==> config.mk <==
export PLATFORM = sky130hd
export DESIGN_NAME = mbist_march_ctrl
export DESIGN_NICKNAME = d
export VERILOG_FILES = /design/src/rtl/mbist_march_ctrl.sv
export SDC_FILE = /design/constraint.sdc
export NUM_CORES = 1
export LEC_CHECK = 0
export BUFFER_PORTS_ARGS = -buffer_cell sky130_fd_sc_hd__buf_4
export CORE_ASPECT_RATIO = 0.7
export CORE_MARGIN = 3
export CORE_UTILIZATION = 52
export CTS_CLUSTER_SIZE = 8
export DETAILED_ROUTE_END_ITERATION = 6
export GPL_ROUTABILITY_DRIVEN = 0
export PLACE_DENSITY = 0.87
export SYNTH_ARGS = -nofsm -noshare
export SYNTH_HDL_FRONTEND = slang
export SYNTH_SLANG_ARGS = --single-unit
==> constraint.sdc <==
create_clock -name clk -period 2.4 [get_ports clk]
set_input_delay 0.48 -clock clk [delete_from_list [all_inputs] [get_ports clk]]
set_output_delay 0.48 -clock clk [all_outputs]
set_load 0.1 [all_outputs]
==> src/rtl/mbist_march_ctrl.sv <==
// March C- MBIST sequencer: drives the BIST side of the memory mux and checks read data.
// Optional MBIST_FAIL_LOG_EN adds fail_addr/fail_elem capture of the first mismatch.
module mbist_march_ctrl #(
  parameter int ADDR_WIDTH = 4,
  parameter int DATA_WIDTH = 8
) (
  input  logic                  clk,
  input  logic                  rst_n,
  input  logic                  start,
  input  logic [DATA_WIDTH-1:0] mem_rdata,
  output logic                  NbarT,
  output logic [ADDR_WIDTH-1:0] bist_addr,
  output logic [DATA_WIDTH-1:0] bist_wdata,
  output logic                  bist_we,
  output logic                  bist_re,
  output logic                  done,
  output logic                  fail
`ifdef MBIST_FAIL_LOG_EN
  ,
  output logic [ADDR_WIDTH-1:0] fail_addr,
  output logic [2:0]            fail_elem
`endif
);

  typedef enum logic [1:0] {S_IDLE, S_RUN, S_FLUSH, S_DONE} state_t;

  localparam logic [ADDR_WIDTH-1:0] ADDR_MAX = {ADDR_WIDTH{1'b1}};

  state_t                r_state;
  logic [2:0]            r_elem;
  logic                  r_phase;
  logic [DATA_WIDTH-1:0] r_exp;
  logic                  r_cmp_v;
  logic [DATA_WIDTH-1:0] r_cmp_exp;

  state_t                w_state_next;
  logic [2:0]            w_elem_next;
  logic                  w_phase_next;
  logic [ADDR_WIDTH-1:0] w_addr_next;
  logic                  w_nbart_next;
  logic                  w_done_next;
  logic                  w_re_next;
  logic                  w_we_next;
  logic [DATA_WIDTH-1:0] w_wdata_next;
  logic [DATA_WIDTH-1:0] w_exp_next;
  logic                  w_last_phase;
  logic                  w_addr_end;
  logic                  w_start_run;
  logic                  w_mismatch;

  assign w_start_run = (r_state == S_IDLE) && start;
  // Read data for the op issued two edges ago is on mem_rdata now.
  assign w_mismatch  = r_cmp_v && (mem_rdata != r_cmp_exp);

  always_comb begin
    w_state_next = r_state;
    w_elem_next  = r_elem;
    w_phase_next = r_phase;
    w_addr_next  = bist_addr;
    w_nbart_next = NbarT;
    w_done_next  = done;
    w_last_phase = (r_elem == 3'd0) || (r_elem == 3'd5) || r_phase;
    w_addr_end   = (r_elem < 3'd3) ? (bist_addr == ADDR_MAX) : (bist_addr == '0);

    case (r_state)
      S_IDLE: begin
        if (start) begin
          w_state_next = S_RUN;
          w_elem_next  = 3'd0;
          w_phase_next = 1'b0;
          w_addr_next  = '0;
          w_nbart_next = 1'b1;
          w_done_next  = 1'b0;
        end
      end
      S_RUN: begin
        if (!w_last_phase) begin
          w_phase_next = 1'b1;
        end else begin
          w_phase_next = 1'b0;
          if (!w_addr_end) begin
            w_addr_next = (r_elem < 3'd3) ? bist_addr + 1'b1 : bist_addr - 1'b1;
          end else if (r_elem == 3'd5) begin
            w_state_next = S_FLUSH;
          end else begin
            w_elem_next = r_elem + 3'd1;
            w_addr_next = (r_elem < 3'd2) ? '0 : ADDR_MAX;
          end
        end
      end
      S_FLUSH: begin
        w_state_next = S_DONE;
        w_done_next  = 1'b1;
      end
      S_DONE: begin
        if (!start) begin
          w_state_next = S_IDLE;
          w_nbart_next = 1'b0;
          w_done_next  = 1'b0;
        end
      end
      default: w_state_next = S_IDLE;
    endcase

    // First op of M1..M5 is a read; odd elements read 0s and write 1s, even the reverse.
    w_re_next    = (w_state_next == S_RUN) && (w_elem_next != 3'd0) && !w_phase_next;
    w_we_next    = (w_state_next == S_RUN) && !w_re_next;
    w_wdata_next = w_we_next ? {DATA_WIDTH{w_elem_next[0]}} : '0;
    w_exp_next   = {DATA_WIDTH{~w_elem_next[0]}};
  end

  always_ff @(posedge clk or negedge rst_n) begin
    if (!rst_n) begin
      r_state    <= S_IDLE;
      r_elem     <= 3'd0;
      r_phase    <= 1'b0;
      r_exp      <= '0;
      r_cmp_v    <= 1'b0;
      r_cmp_exp  <= '0;
      NbarT      <= 1'b0;
      bist_addr  <= '0;
      bist_wdata <= '0;
      bist_we    <= 1'b0;
      bist_re    <= 1'b0;
      done       <= 1'b0;
      fail       <= 1'b0;
    end else begin
      r_state    <= w_state_next;
      r_elem     <= w_elem_next;
      r_phase    <= w_phase_next;
      r_exp      <= w_exp_next;
      r_cmp_v    <= bist_re;
      r_cmp_exp  <= r_exp;
      NbarT      <= w_nbart_next;
      bist_addr  <= w_addr_next;
      bist_wdata <= w_wdata_next;
      bist_we    <= w_we_next;
      bist_re    <= w_re_next;
      done       <= w_done_next;
      if (w_start_run) begin
        fail <= 1'b0;
      end else if (w_mismatch) begin
        fail <= 1'b1;
      end
    end
  end

`ifdef MBIST_FAIL_LOG_EN
  logic [ADDR_WIDTH-1:0] r_cmp_addr;
  logic [2:0]            r_cmp_elem;

  always_ff @(posedge clk or negedge rst_n) begin
    if (!rst_n) begin
      r_cmp_addr <= '0;
      r_cmp_elem <= 3'd0;
      fail_addr  <= '0;
      fail_elem  <= 3'd0;
    end else begin
      r_cmp_addr <= bist_addr;
      r_cmp_elem <= r_elem;
      if (w_start_run) begin
        fail_addr <= '0;
        fail_elem <= 3'd0;
      end else if (w_mismatch && !fail) begin
        fail_addr <= r_cmp_addr;
        fail_elem <= r_cmp_elem;
      end
    end
  end
`endif

endmodule

## Word-level counts from Yosys, hierarchy flattened

Cells that the tools add are included.

| operators by class | value |
|---|---|
| add/sub/neg operators | 3 |
| order comparisons | 2 |
| equality and inequality tests | 11 |
| multiplexer cells | 30 |
| bitwise gates (word level) | 1 |
| reductions and logical operators | 20 |

Operators by type and width:

| kind | number |
|---|---|
| $mux 4 | 6 |
| $mux 3 | 4 |
| $mux 2 | 5 |
| $mux 1 | 8 |
| $mux 8 | 1 |
| $ne 8x8->1 | 1 |
| $pmux 2 s4 | 1 |
| $pmux 4 s2 | 1 |
| $lt 3x2->1 const B | 2 |
| $ne 2x2->1 const B | 3 |
| $pmux 3 s2 | 1 |
| $reduce_and 3->1 | 2 |
| $reduce_bool 2->1 | 3 |
| $reduce_bool 3->1 | 2 |
| $logic_and 1x1->1 | 5 |
| $add 4x1->4 const B | 1 |
| $eq 2x1->1 const B | 2 |
| $eq 2x2->1 const B | 2 |
| $eq 4x4->1 const B | 1 |
| $logic_not 4->1 | 1 |
| $pmux 1 s2 | 2 |
| $reduce_and 4->1 | 1 |
| $sub 4x1->4 const B | 1 |
| $add 3x1->3 const B | 1 |
| other kinds (8) | 10 |

| word-level totals | value |
|---|---|
| flip-flop bits (word level) | 26 |
| input bits | 11 |
| output and inout bits | 17 |
| logic and storage cells | 80 |

## Logic depth before layout (Yosys ltp)

Gate-level depths: netlist of the first run.

| depth | value |
|---|---|
| depth in word-level cells | 11 |
| mapped depth | 8 |

## Worst setup path before layout of the first run

OpenSTA, ideal clock, no wires.

| timing | value |
|---|---|
| path kind | register -> register |
| from | register bist_addr[1] |
| to | register bist_addr[3] |
| data arrival time | 2.262 ns |
| slack | 0.037 ns |
| cell stages (with the launch flop) | 7 |
| period minus slack after synthesis | 2.363 ns |
| cells stage by stage | dfrtp_1 -> ha_1 -> a21o_2 -> a21oi_1 -> xnor2_1 -> o31a_1 -> o32ai_1 |

| on the way | value |
|---|---|
| longest elaborated chain between the ends | 5 |
| elaborated cells on any way between the ends | 11 |
| classes of those cells | 2 x add/sub; 2 x eq/ne; 5 x mux; 2 x reduce/logical |

Ends and longest elaborated chain:

| what | line | source |
|---|---|---|
| start, declared | 12 | `output logic [ADDR_WIDTH-1:0] bist_addr,` |
| start signal, assigned | 135 | `bist_addr <= w_addr_next;` |
| $sub 4x1->4, or another cell as far along | 82 | `w_addr_next = (r_elem < 3'd3) ? bist_addr + 1'b1 : bist_addr - 1'b1;` |
| $mux 4 / $mux 1 (equally long branches) | 82, 63 |  |
| $mux 4 | 81 | `if (!w_addr_end) begin` |
| $mux 4 | 77 | `if (!w_last_phase) begin` |
| $pmux 4 s2 | 65 | `case (r_state)` |

Several ways; a longest one is shown, not always the timed one. The select of a mux whose other input is x is not followed.
A chain may end at the register's enable or synchronous reset.

## Worst setup path in the final report of the first run

| timing | value |
|---|---|
| from | register r_elem[0] |
| to | register bist_addr[3] |

| on the way | value |
|---|---|
| longest elaborated chain between the ends | 6 |
| elaborated cells on any way between the ends | 16 |
| classes of those cells | 2 x order compare; 3 x eq/ne; 7 x mux; 4 x reduce/logical |

Ends and longest elaborated chain:

| what | line | source |
|---|---|---|
| start, declared | 30 | `logic [2:0] r_elem;` |
| start signal, assigned | 129 | `r_elem <= w_elem_next;` |
| $lt 3x2->1 | 87 | `w_addr_next = (r_elem < 3'd2) ? '0 : ADDR_MAX;` |
| $mux 4 | 87 |  |
| $mux 4 | 83 | `end else if (r_elem == 3'd5) begin` |
| $mux 4 | 81 |  |
| $mux 4 | 77 |  |
| $pmux 4 s2 | 65 |  |

Several ways; a longest one is shown, not always the timed one. The select of a mux whose other input is x is not followed.

==> results of run 1 <==
[Yosys cell counts, drive strengths merged (3+ instances only)]
| library cell | count |
|---|---|
| buf | 9 |
| a21oi | 10 |
| nand2b | 3 |
| inv | 10 |
| dfrtp | 19 |
| nand2 | 14 |
| o21ai | 6 |
| nor2 | 8 |
| nand3 | 3 |
| nor4 | 3 |
| nor3 | 3 |
| ha | 5 |
| o31ai | 4 |
[area by class of cell]
cell class / instances / area (sq um)
multi-input cells: 86 / 604.3
fillers: 158 / 609.3
flip-flops and latches: 19 / 475.5
inverters: 10 / 37.54
well taps: 30 / 37.54
repair buffers: 28 / 210.2
clock buffers: 4 / 26.28
[critical path, cell delays in order (launching register included)]
cell and delay [ns]:
dfrtp_1 0.48, a21oi_2 0.26, inv_1 0.12, ha_1 0.29, a21o_2 0.21, a21oi_1 0.16, xnor2_1 0.10, o31a_1 0.24
o32ai_1 0.23
[through the flow]
stage                     worst slack [ns]  util [%]  hold slack [ns]  cells  cell area [sq um]
after floorplan                    0.03738         -           0.1844    124               1180
after global placement              0.3340     68.23           0.3335    173               1365
after detailed placement            0.2337     68.23           0.3370    173               1365
after CTS                           0.2246     69.54          0.03460    177               1391
after global routing               0.05708     69.54          0.02341    177               1391
final                               0.2044     69.54          0.03123    177               1391
[kinds of logic after synthesis]
logic type      count (synthesis)  share of synthesized area [%]
buf+inv                        19                          8.484
simple gates                   42                          18.77
xor+xnor                        2                          1.485
compound gates                 33                          20.68
mux                             3                          3.287
flops                          19                          40.30
fa+ha+maj                       6                          6.999
[routing by layer]
layer  up-vias  wire [um]
met5         -          0
met2        37       1324
li1        481          -
met4         0          0
met1       474       1208
met3         0        206
[path summary, 6_finish.rpt]
check | slack, ns | endpoint | cells past startpoint | from
hold / removal | 0.03 | bist_we | 1 | rst_n
hold reg to reg | 0.36 | r_cmp_exp[0] | 0 | r_exp[0]
min in group clk | 0.36 | r_cmp_exp[0] | 0 | r_exp[0]
max in group asynchronous | 2.17 | bist_wdata[6] | 1 | rst_n
setup reg to reg | 0.20 | bist_addr[3] | 8 | r_elem[0]
setup / recovery | 0.20 | bist_addr[3] | 8 | r_elem[0]
==> results.sh, run 1 <==
export IMPL_drc=0
export IMPL_clock_path_buffers=2
export IMPL_status="complete, no violations"
export IMPL_clk_pin_slew_worst_paths_ns=0.10
export IMPL_synth_ff_type="dfrtp_1"
export IMPL_slew_violations=0
export IMPL_drive_above_1_share_pct=26.53
export IMPL_largest_reg_flops=4
export IMPL_grt_pass1_vias=955
export IMPL_max_slew_margin_pct=76.17
export IMPL_cp_max_fo=7
export IMPL_finalCritPeriodShare_pct=91.48
export IMPL_die_w_um=62.94
export IMPL_io_buffers=27
export IMPL_hpwl_um=2137
export IMPL_top_register="bist_addr"
export IMPL_first_iter_violations=27
export IMPL_final_common_cell="buf_4"
export IMPL_busiest_layer="met2"
export IMPL_vias=992
export IMPL_synth_top_area_share_pct=40.30
export IMPL_ys_warn_count=0
export IMPL_via_per_inst=5.605
export IMPL_tightest_slew_ns=0.3542
export IMPL_layout_min_cycle_time_ns=2.196
export IMPL_cts_sinks=19
export IMPL_antenna_found_initial=0
export IMPL_drt_pass1_iter_count=4
export IMPL_end_kind="flop"
export IMPL_cts_resized=0
export IMPL_num_rows=13
export IMPL_max_cap_viol_count=0
export IMPL_arrival_ns=2.39
export IMPL_fmax_ghz=0.4555
export IMPL_root_buffer="clkbuf_4"
export IMPL_wl_um=2739
export IMPL_start_util_pct=58.97
export IMPL_final_nets=165
export IMPL_startpoint_type="flop"
export IMPL_post_cts_buffers=0
export IMPL_timing_final_hold_violations=0
export IMPL_postRouteAntennaNets=0
export IMPL_grt_pass1_wl_um=4574
export IMPL_ys_ff_latch=19
export IMPL_die_area_sq_um=2886
export IMPL_final_setup_tns_ns=0
export IMPL_crit_type="reg -> reg"
export IMPL_syn_num_nets=141
export IMPL_crit_required_ns=2.60
export IMPL_wire_per_inst_um=15.47
export IMPL_overflow=0
export IMPL_yosys_top_cells_area="dfrtp_1 40%, ha_1 5.3%, buf_4 4.5%, nand2_1 4.5%, a21oi_1 3.8%"
export IMPL_yosysUniqueCellTypes=40
export IMPL_synth_edff_count=0
export IMPL_grt_util_met1_pct=26.47
export IMPL_synth_area_sq_um=1180
export IMPL_rsz0062_at_grt="no"
export IMPL_ys_seq_area_share_pct=40.30
export IMPL_top_regs="bist_addr: 4 flops, r_elem: 3 flops, r_state: 2 flops"
export IMPL_n_antenna_cell=0
export IMPL_setup_viol=0
export IMPL_cts_made_buffers=3
export IMPL_syn_to_final_growth_pct=17.92
export IMPL_cts_tree="yes"
export IMPL_grt_max_degree=20
export IMPL_syn_inst=124
export IMPL_final_cell_mix="28 x buf_4, 19 x dfrtp_1, 14 x nand2_1"
export IMPL_die_height_um=45.86
export IMPL_yosys_area_top_type="dfrtp_1"
export IMPL_clock_latency_ns=0.30
export IMPL_finalClockSkew_ns=0.005838
export IMPL_track_usage_pct=20.97
export IMPL_grtUsageMet3_pct=7.407
export IMPL_ys_async_sr_fraction_pct=100.0
export IMPL_syn_area_per_cell_sq_um=9.515
export IMPL_core_sq_um=2001
export IMPL_ioPinCount=28
export IMPL_hold_path_class="in -> async"
export IMPL_h_tree_depth=1
export IMPL_postCtsHoldBufs=0
export IMPL_grtUsageMet2_pct=34.80
Power of run 1 is left out: the tool's default activity adds up to more than one toggle a clock period on the data nets, which glitch-free logic cannot reach.
==> run 2, diff against run 1 <==
- ABC_AREA: default -> 1
- CORE_UTILIZATION: 52 -> 53
- PLACE_DENSITY: 0.87 -> 0.88
==> results.sh, run 2 <==
export IMPL_end_kind="flop"
export IMPL_worst_hold_slack_ns=0.02119
export IMPL_start_util_pct=60.73
export IMPL_postCtsHoldBufs=0
export IMPL_startpoint_type="flop"
export IMPL_reg2reg_depth=9
export IMPL_cp_top_family="simple AND/OR/NAND/NOR gates"
export IMPL_post_dp_cell_area_sq_um=1391
export IMPL_busiest_layer="met2"
export IMPL_setup_viol=0
export IMPL_via_per_inst=5.341
export IMPL_wire_per_inst_um=13.80
export IMPL_cpMaxStageDelayCell="dfrtp_1"
export IMPL_regToRegEndpoint="bist_wdata[6]"
export IMPL_n_antenna_cell=0
export IMPL_synth_area_sq_um=1215
export IMPL_rsz0062_at_grt="no"
export IMPL_layout_cells_non_filler=205
export IMPL_drc=0
export IMPL_slew_violations=0
export IMPL_startpoint="r_elem[0]"
export IMPL_track_usage_pct=21.36
export IMPL_num_rows=13
export IMPL_cp_endpoint="bist_wdata[6]"
export IMPL_crit_required_ns=2.63
export IMPL_syn_inst=152
export IMPL_overflow=0
export IMPL_cp_depth=9
export IMPL_largest_reg_flops=4
export IMPL_root_buffer="clkbuf_4"
export IMPL_grt_max_degree=20
export IMPL_final_area_sq_um=1418
export IMPL_top_register="bist_addr"
export IMPL_crit_type="reg -> reg"
export IMPL_cts_made_buffers=3
export IMPL_io_buffers=27
export IMPL_timing_final_hold_violations=0
export IMPL_drt_pass1_iter_count=4
export IMPL_vias=1095
export IMPL_drive_above_1_share_pct=28.00
export IMPL_h_tree_depth=1
export IMPL_postRouteAntennaNets=0
export IMPL_top_regs="bist_addr: 4 flops, r_elem: 3 flops, r_state: 2 flops"
export IMPL_grtUsageMet2_pct=37.95
export IMPL_die_w_um=63.23
export IMPL_placed_cells_incl_taps=201
export IMPL_grt_pass1_wl_um=4636
export IMPL_core_sq_um=2001
export IMPL_wl_um=2828
export IMPL_synth_top_area_share_pct=39.13
export IMPL_grt_pass1_vias=1006
export IMPL_clk_pin_slew_worst_paths_ns=0.12
export IMPL_syn_area_per_cell_sq_um=7.993
export IMPL_die_height_um=46.06
export IMPL_layout_min_cycle_time_ns=1.863
export IMPL_hpwl_um=2310
export IMPL_yosys_top_cells_area="dfrtp_1 39%, nand2_1 8.3%, inv_1 7.1%, nor2_1 6.5%, ha_1 5.1%"
export IMPL_yosys_top_cells_count="27 x nand2_1, 23 x inv_1, 21 x nor2_1"
export IMPL_ys_warn_count=0
export IMPL_first_iter_violations=100
export IMPL_final_nets=193
export IMPL_crit_buf_inv=1
export IMPL_yosysUniqueCellTypes=30
export IMPL_hold_path_class="in -> async"
export IMPL_status="complete, no violations"
export IMPL_clock_latency_ns=0.30
export IMPL_max_cap_viol_count=0
export IMPL_fmax_ghz=0.5367
export IMPL_cp_max_fo=6
export IMPL_finalClockSkew_ns=0.01745
export IMPL_post_cts_buffers=0
export IMPL_antenna_found_initial=0
export IMPL_cts_sinks=19
export IMPL_max_stage_delay_ns=0.46
export IMPL_yosys_area_top_type="dfrtp_1"
export IMPL_die_area_sq_um=2912
export IMPL_finalCritPeriodShare_pct=77.64
export IMPL_synth_ff_type="dfrtp_1"
export IMPL_grt_util_met1_pct=24.77
export IMPL_synth_most_common_cell="nand2_1"
export IMPL_reg2reg_from="r_elem[0]"
export IMPL_synth_edff_count=0
export IMPL_final_setup_tns_ns=0
export IMPL_ys_seq_area_share_pct=39.13
export IMPL_syn_to_final_growth_pct=16.68
export IMPL_ioPinCount=28
export IMPL_ys_async_sr_fraction_pct=100.0
export IMPL_max_slew_margin_pct=73.34
export IMPL_ys_ff_latch=19
export IMPL_arrival_ns=2.09
export IMPL_grtUsageMet3_pct=5.610
export IMPL_cts_resized=0
export IMPL_syn_num_nets=169
export IMPL_cp_cell_sequence="inv_1 > ha_1 > a21oi_4 > nand2_2 > nor3_1 > a21oi_1 > o21ai_2 > nand2_1 > nor2_1"
export IMPL_reg2reg_slack_ns=0.54
export IMPL_final_cell_mix="27 x nand2_1, 27 x buf_4, 23 x inv_1"
export IMPL_cts_tree="yes"
export IMPL_clock_path_buffers=2
export IMPL_tightest_slew_ns=0.3968
export IMPL_num_fill_cells=159
run 2: per-layer routing:
layer	up-vias	routed length [um]
met5	-	0
met4	0	68
met3	8	234
met2	50	1404
met1	516	1120
li1	521	-
run 2: how the worst min path moves through the flow:
| stage | endpoint | cells past startpoint | slack, ns | from |
|---|---|---|---|---|
| after floorplan | NbarT | 0 | 0.18 | rst_n |
| after global placement | r_cmp_exp[0] | 0 | 0.35 | r_exp[0] |
| after detailed placement | r_cmp_exp[0] | 0 | 0.34 | r_exp[0] |
| after CTS | fail | 1 | 0.04 | rst_n |
| after global routing | bist_addr[1] | 1 | 0.03 | rst_n |
| final | bist_addr[2] | 1 | 0.02 | rst_n |
run 2: cell type report:
type,count,area (sq um),area share (%)
multi-input cells,99,578.1,40.78
inverters,26,97.59,6.884
well taps,30,37.54,2.648
clock buffers,4,26.28,1.853
repair buffers,27,202.7,14.30
flip-flops and latches,19,475.5,33.54
run 2: metrics by stage:
| step | worst slack (ns) | util [%] |
|---|---|---|
| global placement | 0.5966 | 69.54 |
| floorplan | 0.3578 | - |
| finish | 0.5367 | 70.86 |
| detailed placement | 0.5488 | 69.54 |
| global route | 0.3566 | 70.86 |
| CTS | 0.5435 | 70.86 |
run 2: worst register-to-register path, delay by kind of cell (launching register included):
family | cells | cell delay, ns
compound gates | 3 | 0.43
flops | 1 | 0.46
fa+ha+maj | 1 | 0.24
simple gates | 4 | 0.58
buf+inv | 1 | 0.09
run 2: cells by family after synthesis:
logic type | after synthesis | share of synthesized area [%]
simple gates | 71 | 28.01
fa+ha+maj | 6 | 6.797
compound gates | 20 | 11.33
flops | 19 | 39.14
buf+inv | 34 | 13.28
xor+xnor | 2 | 1.442
Power of run 2 is left out for the same reason.
